## config.mk

```make
export PLATFORM = sky130hd
export DESIGN_NAME = au_encode_seq
export DESIGN_NICKNAME = d
export VERILOG_FILES = /design/src/rtl/au_encode_pkg.sv /design/src/rtl/au_encode_slice.sv /design/src/rtl/au_encode_seq.sv
export SDC_FILE = /design/constraint.sdc
export NUM_CORES = 1
export LEC_CHECK = 0
export CAP_MARGIN = 20
export CORE_MARGIN = 3
export CORE_UTILIZATION = 35
export CTS_BUF_LIST = sky130_fd_sc_hd__clkbuf_4
export CTS_CLUSTER_SIZE = 28
export DETAILED_ROUTE_END_ITERATION = 16
export HOLD_SLACK_MARGIN = 0.03
export PLACE_DENSITY_LB_ADDON = 0.25
export SYNTH_ARGS = -nofsm -noshare
export SYNTH_HDL_FRONTEND = slang
export SYNTH_SLANG_ARGS = --single-unit
export TNS_END_PERCENT = 100
```

## constraint.sdc

```tcl
create_clock -name clk -period 2 [get_ports clk]
set_input_delay 0.2 -clock clk [delete_from_list [all_inputs] [get_ports clk]]
set_output_delay 0.2 -clock clk [all_outputs]
set_load 0.03 [all_outputs]
```

## src/rtl/au_encode_pkg.sv

```systemverilog
// Shared types and elaboration helpers for the sequential one-hot encoder.
// Contents: scan FSM state enum, scan-cycle count function and a
// WIDTH/SLICE legality check evaluated at elaboration time.
package au_encode_pkg;

    typedef enum logic [1:0] {
        ST_IDLE = 2'd0,
        ST_SCAN = 2'd1,
        ST_DONE = 2'd2
    } state_t;

    // Number of scan cycles needed to cover a 2**width-bit word.
    function automatic int unsigned scan_count(input int unsigned width,
                                               input int unsigned slice);
        return (32'(1) << width) / slice;
    endfunction

    // WIDTH in 1..8; SLICE a power of two no larger than the word, which
    // also guarantees it divides the word evenly.
    function automatic bit params_ok(input int unsigned width,
                                     input int unsigned slice);
        bit ok;
        ok = (width >= 1) && (width <= 8);
        ok = ok && (slice >= 1) && (slice <= (32'(1) << width));
        ok = ok && ((slice & (slice - 32'(1))) == 32'(0));
        return ok;
    endfunction

endpackage

```

## src/rtl/au_encode_slice.sv

```systemverilog
// Combinational SLICE-bit priority encoder used by the scanning encoder.
// Ports:
//   chunk    - SLICE-bit slice of the input word
//   idx_c    - local index of the highest set bit (0 when none set)
//   any_c    - at least one bit of the chunk is set
//   multi_c  - two or more bits of the chunk are set
module au_encode_slice
    import au_encode_pkg::*;
#(
    parameter int unsigned SLICE = 2
) (
    input  logic [SLICE-1:0]                      chunk,
    output logic [((SLICE > 1) ? $clog2(SLICE) : 1)-1:0] idx_c,
    output logic                                  any_c,
    output logic                                  multi_c
);

    localparam int unsigned LW = (SLICE > 1) ? $clog2(SLICE) : 1;

    logic [SLICE-1:0] lower;

    // Highest set bit wins because later iterations overwrite earlier ones.
    always_comb begin
        idx_c = '0;
        for (int unsigned i = 0; i < SLICE; i++) begin
            if (chunk[i]) begin
                idx_c = LW'(i);
            end
        end
    end

    // Clearing the lowest set bit leaves something only if two or more were set.
    assign lower   = chunk - SLICE'(1);
    assign any_c   = |chunk;
    assign multi_c = |(chunk & lower);

endmodule

```

## src/rtl/au_encode_seq.sv

```systemverilog
// Sequential one-hot-to-binary priority encoder (inverse of AU decode).
// Scans a 2**WIDTH-bit word SLICE bits per clock, low chunk first, and
// reports the highest set bit index plus zero / multi-hot flags.
// Ports:
//   clk, rst_n          - clock and synchronous active-low reset
//   in_valid, in_ready  - input handshake; a is captured on acceptance
//   a                   - input word (nominally one-hot)
//   out_valid, out_ready- output handshake; results held until accepted
//   z, zero, multi      - highest set index, no-bit flag, multi-hot flag
module au_encode_seq
    import au_encode_pkg::*;
#(
    parameter int unsigned WIDTH = 3,
    parameter int unsigned SLICE = 2
) (
    input  logic                  clk,
    input  logic                  rst_n,
    input  logic                  in_valid,
    output logic                  in_ready,
    input  logic [2**WIDTH-1:0]   a,
    output logic                  out_valid,
    input  logic                  out_ready,
    output logic [WIDTH-1:0]      z,
    output logic                  zero,
    output logic                  multi
);

    localparam int unsigned AW = 2**WIDTH;
    localparam int unsigned N  = scan_count(WIDTH, SLICE);
    localparam int unsigned CW = (N > 1) ? $clog2(N) : 1;
    localparam int unsigned LW = (SLICE > 1) ? $clog2(SLICE) : 1;

    localparam logic [1:0] S_IDLE = 2'(ST_IDLE);
    localparam logic [1:0] S_SCAN = 2'(ST_SCAN);
    localparam logic [1:0] S_DONE = 2'(ST_DONE);

    if (!params_ok(WIDTH, SLICE)) begin : g_param_check
        $error("au_encode_seq: illegal WIDTH/SLICE combination");
    end

    logic [1:0]       state, state_d;
    logic [CW-1:0]    cnt, cnt_d;
    logic [AW-1:0]    word, word_d;
    logic             found, found_d;
    logic             acc_multi, acc_multi_d;
    logic [WIDTH-1:0] idx, idx_d;
    logic             out_valid_d;
    logic [WIDTH-1:0] z_d;
    logic             zero_d, multi_d;

    logic [SLICE-1:0] chunk;
    logic [LW-1:0]    loc_idx;
    logic             chunk_any, chunk_multi;
    logic             accept;
    logic [WIDTH-1:0] idx_new;
    logic             found_new, multi_new;

    // DONE accepts a new word on the same edge as the output handshake.
    assign in_ready = (state == S_IDLE) || ((state == S_DONE) && out_ready);
    assign accept   = in_valid && in_ready;

    // Chunk mux: select bits [cnt*SLICE +: SLICE] of the captured word.
    assign chunk = SLICE'(word >> (32'(cnt) * SLICE));

    au_encode_slice #(
        .SLICE (SLICE)
    ) u_slice (
        .chunk   (chunk),
        .idx_c   (loc_idx),
        .any_c   (chunk_any),
        .multi_c (chunk_multi)
    );

    // Accumulator update for the current chunk; max sum is 2**WIDTH-1.
    assign idx_new   = chunk_any ? (WIDTH'(32'(cnt) * SLICE) + WIDTH'(loc_idx)) : idx;
    assign found_new = found | chunk_any;
    assign multi_new = acc_multi | chunk_multi | (found & chunk_any);

    // Next-state and datapath.
    always_comb begin
        state_d     = state;
        cnt_d       = cnt;
        word_d      = word;
        found_d     = found;
        acc_multi_d = acc_multi;
        idx_d       = idx;
        out_valid_d = out_valid;
        z_d         = z;
        zero_d      = zero;
        multi_d     = multi;

        case (state)
            S_IDLE: begin
                if (accept) begin
                    word_d      = a;
                    found_d     = 1'b0;
                    acc_multi_d = 1'b0;
                    idx_d       = '0;
                    cnt_d       = '0;
                    state_d     = S_SCAN;
                end
            end
            S_SCAN: begin
                out_valid_d = 1'b0;
                idx_d       = idx_new;
                found_d     = found_new;
                acc_multi_d = multi_new;
                if (cnt == CW'(N - 1)) begin
                    state_d     = S_DONE;
                    out_valid_d = 1'b1;
                    z_d         = idx_new;
                    zero_d      = ~found_new;
                    multi_d     = multi_new;
                end else begin
                    cnt_d = cnt + CW'(1);
                end
            end
            S_DONE: begin
                if (out_ready) begin
                    out_valid_d = 1'b0;
                    if (in_valid) begin
                        word_d      = a;
                        found_d     = 1'b0;
                        acc_multi_d = 1'b0;
                        idx_d       = '0;
                        cnt_d       = '0;
                        state_d     = S_SCAN;
                    end else begin
                        state_d = S_IDLE;
                    end
                end
            end
            default: begin
                state_d     = S_IDLE;
                out_valid_d = 1'b0;
            end
        endcase
    end

    // State and datapath registers.
    always_ff @(posedge clk) begin
        if (!rst_n) begin
            state     <= S_IDLE;
            cnt       <= '0;
            word      <= '0;
            found     <= 1'b0;
            acc_multi <= 1'b0;
            idx       <= '0;
            out_valid <= 1'b0;
            z         <= '0;
            zero      <= 1'b0;
            multi     <= 1'b0;
        end else begin
            state     <= state_d;
            cnt       <= cnt_d;
            word      <= word_d;
            found     <= found_d;
            acc_multi <= acc_multi_d;
            idx       <= idx_d;
            out_valid <= out_valid_d;
            z         <= z_d;
            zero      <= zero_d;
            multi     <= multi_d;
        end
    end

endmodule

```

==> flow_summary.toml, run 1 <==
[routing]
route.detailed.drc = 0
firstDrtPassIters = 4
routedWlPerCell_um = 12.4
vias = 892
drt_iter0_drc = 27
ant_nets = 0
viasPerCell = 5.22
wl_um = 2120

[sta]
fin_crit_sh = 0.929
hold_viol = 0
rsz0062_at_grt = "false"
finalCriticalPeriod_ns = 1.86
setup_viol = 0
maxSlewViolCount = 0
fin_setup_tns_ns = 0
finClkSkew_ns = 0.00400
max_freq_ghz = 0.538
slew_headroom = 0.733
worstMarginPinSlew_ns = 0.400

[power]
power_frac_clock = 0.260
irDropWorstVdd_v = 0.000470
power_uw = 838
power_leakage_uw = 0.000474
swShare = 0.265
seqPwrFrac = 0.584
p_int_uw = 617
power.density_mw_per_mm2 = 650
switchingPower_uw = 222
p_comb_frac = 0.156

[worst_setup_path]
r2r_slack_ns = 0.27
cp_top_family = "buffers and inverters"
reg2reg_from = "cnt[0]$_SDFFE_PN0P_"
end_kind = "output pin"
worstPathRequired_ns = 1.80
cp_slowest_cell = "clkdlybuf4s50_1"
crit_type = "flip-flop to output pin"
cp_data_arrival_time_ns = 1.66
slowest_delay_ns = 0.60
r2r_end = "z[2]$_SDFFE_PN0P_"
reg2regPathDepth = 4
crit_buf_inv = 1
start_kind = "flip-flop"
cp_max_fo = 9
crit_chain = "nor2b_1 > nor2_1 > clkdlybuf4s50_1"

[clock_tree]
htreeDepth = 1
root_buffer = "clkbuf_4"
cts_resized = 0
cts_tree = "built"
clk-insertion-delay-late_ns = 0.31
cts_buffer_depth = 2
cts-buffers-inserted = 3
clk_pin_slew_ns = 0.13
numClockSinks = 23
postCtsSetupBuffers = 0
cts_hold_buf = 0

[logic_synthesis]
syn_area_mm2 = 0.00104
synth-seq-cells = 23
syn_area_per_cell_um2 = 8.59
synthCells = 121
syn_nets = 134
yosys-top-cells-area = "dfxtp_1 44%, a21boi_0 7.9%, o21ai_0 6.7%, nand2_1 5.4%, mux4_2 4.3%"
synth_top_area_cell = "dfxtp_1"
yosysTopAreaCellShare = 0.443
ys_types = 27
synth_seq_area_share = 0.443
yosys_warnings = 0

[grt]
grt_start_max_net_pins = 15
antenna_found_initial = 0
overflow = 0
grt_first_pass_wirelength_um = 3530
grt_pass1_vias = 823
grt_usage = 0.128

[die]
die_w_um = 60.5
core_area_mm2 = 0.00281
die_h_um = 60.5
dieArea_mm2 = 0.00366
io_pins = 19
start_util = 0.371
rows = 19

[final_layout]
diodes = 0
num-fill-cells = 290
stdcell_count = 171
area_growth_pct = 24.1
nets = 154
layout-drive-gt1-share = 0.0786

[worst_hold_path]
holdCritStartpoint = "a[0]"
hold_depth = 3
hold_path_class = "primary input to flip-flop"
min_to = "word[0]$_SDFFE_PN0P_"

[status]
status = "complete, no violations"

[placement]
dpl.cell_count = 167
gp_congestion = 0.805
dpl.hpwl_um = 1630
portBuffers = 18

[flow_run]
maxCapViolations = 0
[layout by cell type (no fill, tap or decap), types with 2 or more instances in the layout]
cell	n
clkdlybuf4s50_1	18
nand3_1	2
nor2b_1	7
clkbuf_4	3
o21ai_0	14
dfxtp_1	23
o22ai_1	3
nand2b_1	5
nand3b_1	2
a21boi_0	11
nor3_1	2
nand2_1	15
buf_4	4
nor2_1	8
mux4_2	2
a21oi_1	7
[how the worst max path moves through the flow]
stage                              to  slack [ns]  cells past startpoint                   from
CTS                          in_ready        0.13                      3  state[1]$_SDFFE_PN0P_
global placement             in_ready        0.22                      4              out_ready
finish                       in_ready        0.14                      3  state[1]$_SDFFE_PN0P_
detailed placement           in_ready        0.22                      4              out_ready
global route                 in_ready        0.03                      3  state[1]$_SDFFE_PN0P_
floorplan           z[2]$_SDFFE_PN0P_        0.33                      4    cnt[0]$_SDFFE_PN0P_
[routing by layer]
metal / wire [µm] / share of wire / GRT usage
met5: 0 / 0 / 0
met4: 20 / 0.0094 / 0.0279
met3: 107 / 0.050 / 0.0468
met2: 1010 / 0.48 / 0.228
met1: 983 / 0.46 / 0.146
[power by group through the flow]
| stage | clock network, µW | logic (µW) | registers [µW] |
|---|---|---|---|
| final | 218 | 131 | 490 |
| after global routing | 237 | 145 | 493 |
| after CTS | 222 | 131 | 490 |
| after floorplan | 0 | 85.3 | 495 |
| after global placement | 0 | 128 | 500 |
| after detailed placement | 0 | 131 | 501 |
[tightest hold or removal path, delay by kind of cell]
kind,cells,cell delay [ns]
and+or+nand+nor,1,0.05
buffers and inverters,1,0.40
AOI/OAI and AO/OA,1,0.06
[Yosys cell counts]
cell type	count
a21boi_0	11
a21o_1	1
a21oi_1	7
a31oi_1	1
a32o_1	1
a32oi_1	1
and2_1	1
clkbuf_1	7
dfxtp_1	23
ha_1	1
inv_1	1
mux2_1	1
mux2i_1	1
mux4_2	2
nand2_1	15
nand2b_1	5
nand3_1	2
nand3b_1	2
nor2_1	8
nor2_4	1
nor2b_1	7
nor3_1	2
nor4_1	1
o21ai_0	14
o21ai_1	1
o22ai_1	3
or2_1	1
[cells by family (layout without fill, tap and decap cells)]
group	after synthesis	in the layout	synth area share
buf+inv	8	27	0.0289
simple gates	45	45	0.218
flops	23	23	0.443
fa+ha+maj	1	1	0.0120
mux	4	4	0.0638
compound gates	40	40	0.235
[sequential cells by signal, indices dropped and copies added, names as in the netlist]
signal / cells
acc_multi: 1
idx: 3
z: 3
out_valid: 1
cnt: 2
zero: 1
state: 2
word: 8
found: 1
multi: 1
[through the flow]
step | area (µm²) | setup slack (ns) | hold slack, ns | util
floorplan | 1040 | 0.330 | 0.345 | -
finish | 1290 | 0.143 | 0.424 | 0.460
detailed placement | 1260 | 0.220 | 0.459 | 0.450
CTS | 1290 | 0.135 | 0.425 | 0.460
global route | 1290 | 0.0316 | 0.424 | 0.460
global placement | 1260 | 0.223 | 0.445 | 0.450
[final cells by class]
cell class	count	area, µm²	area share
Tap cell	31	38.8	0.0301
Multi-Input combinational cell	90	549	0.426
Sequential cell	23	460	0.357
Inverter	1	3.75	0.00291
Clock buffer	3	22.5	0.0175
Clock inverter	1	5.00	0.00388
Timing Repair Buffer	22	210	0.163
No activity file was read; power rests on OpenSTA's default activity.
==> run 2: changes to the inputs <==
--- a/config.mk
+++ b/config.mk
@@ -7,7 +7,7 @@
 export LEC_CHECK = 0
 export CAP_MARGIN = 20
 export CORE_MARGIN = 3
-export CORE_UTILIZATION = 35
+export CORE_UTILIZATION = 50
 export CTS_BUF_LIST = sky130_fd_sc_hd__clkbuf_4
 export CTS_CLUSTER_SIZE = 28
 export DETAILED_ROUTE_END_ITERATION = 16
==> run 2 against run 1 <==
Hold slack got worse by 0.0047 ns. Via count is 3.0% higher. Non-clock buffer count decreased by 1. Clock skew rose by 0.0060 ns. Register-to-register slack worse by 0.09 ns. Critical path depth unchanged. Design area decreased by 0.97%. Largest cell class unchanged.
==> flow_summary.toml, run 2 (synthesized netlist as in run 1, its figures left out) <==
[worst_setup_path]
cp_max_fo = 9
start_kind = "flip-flop"
crit_type = "flip-flop to output pin"
worstPathRequired_ns = 1.80
r2r_slack_ns = 0.18
reg2reg_from = "cnt[0]$_SDFFE_PN0P_"
cp_slowest_cell = "clkdlybuf4s50_1"
crit_chain = "nor2b_1 > nor2_1 > clkdlybuf4s50_1"
slowest_delay_ns = 0.60
critical_path.startpoint = "state[1]$_SDFFE_PN0P_"
end_kind = "output pin"
cp_data_arrival_time_ns = 1.66

[routing]
route.met2.wl_um = 1090
routedWlPerCell_um = 13.3
viasPerCell = 5.60
wl_met3_um = 119
wl_um = 2180
firstDrtPassIters = 4
vias = 919
top_layer = "met4"
met1_length_um = 958
ant_nets = 0
drt_iter0_drc = 21
route.detailed.drc = 0

[final_layout]
layout-drive-gt1-share = 0.0719
largestRegisters = "word (8), idx (3), z (3)"
nets = 153
top_register = "word"
multi_input_area_um2 = 549
stdcell_count = 164
finish.instance_area_mm2 = 0.00128
regArea_um2 = 460
num-fill-cells = 171
largest_register_ffs = 8
diodes = 0
final_common_cell = "dfxtp_1"
area_growth_pct = 22.9
final_cell_mix = "23 x dfxtp_1, 18 x clkdlybuf4s50_1, 15 x nand2_1"

[placement]
dp_slack_ns = 0.227
gp_congestion = 0.924
portBuffers = 18
dpl.hpwl_um = 1580
placed_cell_area_mm2 = 0.00125
dpl.cell_count = 160

[clock_tree]
cts-buffers-inserted = 3
postCtsSetupBuffers = 0
cts_hold_buf = 0
clk-insertion-delay-late_ns = 0.32
numClockSinks = 23
cts_tree = "built"
cts_resized = 0
htreeDepth = 1
clk_pin_slew_ns = 0.13
cts_buffer_depth = 2
root_buffer = "clkbuf_4"

[grt]
grt_start_max_net_pins = 17
grt_usage = 0.188
grt_pass1_vias = 847
grt_first_pass_wirelength_um = 3750
antenna_found_initial = 0
overflow = 0

[worst_hold_path]
hold_path_class = "primary input to flip-flop"
holdCritStartpoint = "a[3]"

[die]
rows = 15
io_pins = 19
dieArea_mm2 = 0.00266
start_util = 0.565
core_area_mm2 = 0.00184
die_w_um = 51.6
die_h_um = 51.6

[sta]
fin_crit_sh = 0.931
fin_setup_tns_ns = 0
setup_viol = 0
max_freq_ghz = 0.537
rsz0062_at_grt = "false"
slew_headroom = 0.662
finalCriticalPeriod_ns = 1.86
maxSlewViolCount = 0
postLayoutSetupSlackWorst_ns = 0.138
hold_viol = 0
finClkSkew_ns = 0.0100
worstMarginPinSlew_ns = 0.505

[power]
irDropWorstVdd_v = 0.000447
switchingPower_uw = 222
power_frac_clock = 0.263
p_int_uw = 616
seqPwrFrac = 0.587
power_leakage_uw = 0.000465
power.density_mw_per_mm2 = 656
swShare = 0.265
p_comb_frac = 0.151

[status]
status = "complete, no violations"

[flow_run]
maxCapViolations = 0
-- run 2: area by class of cell --
| type | count | share of cell area |
|---|---|---|
| clock buffer | 3 | 0.0176 |
| clock inverter | 1 | 0.00588 |
| inverter | 1 | 0.00294 |
| multi-input combinational | 90 | 0.430 |
| sequential | 23 | 0.360 |
| tap | 25 | 0.0245 |
| timing repair buffer | 21 | 0.159 |
-- run 2: per-stage QoR --
step / hold WS (ns) / utilization / total power [µW]
finish: 0.420 / 0.695 / 839
global route: 0.415 / 0.695 / 882
CTS: 0.418 / 0.695 / 843
detailed placement: 0.450 / 0.678 / 628
global placement: 0.450 / 0.678 / 623
floorplan: 0.345 / - / 580
-- run 2: power groups by stage --
stage                     logic, µW  clock network [µW]  registers [µW]
after global placement          122                   0             501
after detailed placement        125                   0             502
final                           126                 220             492
after global routing            140                 247             494
after floorplan                85.3                   0             495
after CTS                       126                 225             492
-- run 2: per-layer routing --
metal  vias up  track usage
met2        28        0.337
met4         0       0.0524
met1       430        0.212
met3         2       0.0602
li1        459            -
met5         -            0
-- run 2: worst max-delay path: cells and delay by family (launching register included) --
family	cells	cell delay, ns
and+or+nand+nor	2	0.27
DFF	1	0.48
buffers and inverters	1	0.60
-- run 2: path summary, 6_finish.rpt --
check | end | cells past startpoint
setup / recovery | in_ready | 3
hold / removal | word[3]$_SDFFE_PN0P_ | 3
hold reg to reg | z[2]$_SDFFE_PN0P_ | 2
setup reg to reg | z[2]$_SDFFE_PN0P_ | 4
==> run 3: changes to the inputs <==
--- a/config.mk
+++ b/config.mk
@@ -5,7 +5,7 @@
 export SDC_FILE = /design/constraint.sdc
 export NUM_CORES = 1
 export LEC_CHECK = 0
-export CAP_MARGIN = 20
+export CAP_MARGIN = 0
 export CORE_MARGIN = 3
 export CORE_UTILIZATION = 50
 export CTS_BUF_LIST = sky130_fd_sc_hd__clkbuf_4
==> results of run 3 <==
Same layout as run 2: the final DEF is identical, and so are final timing and power.
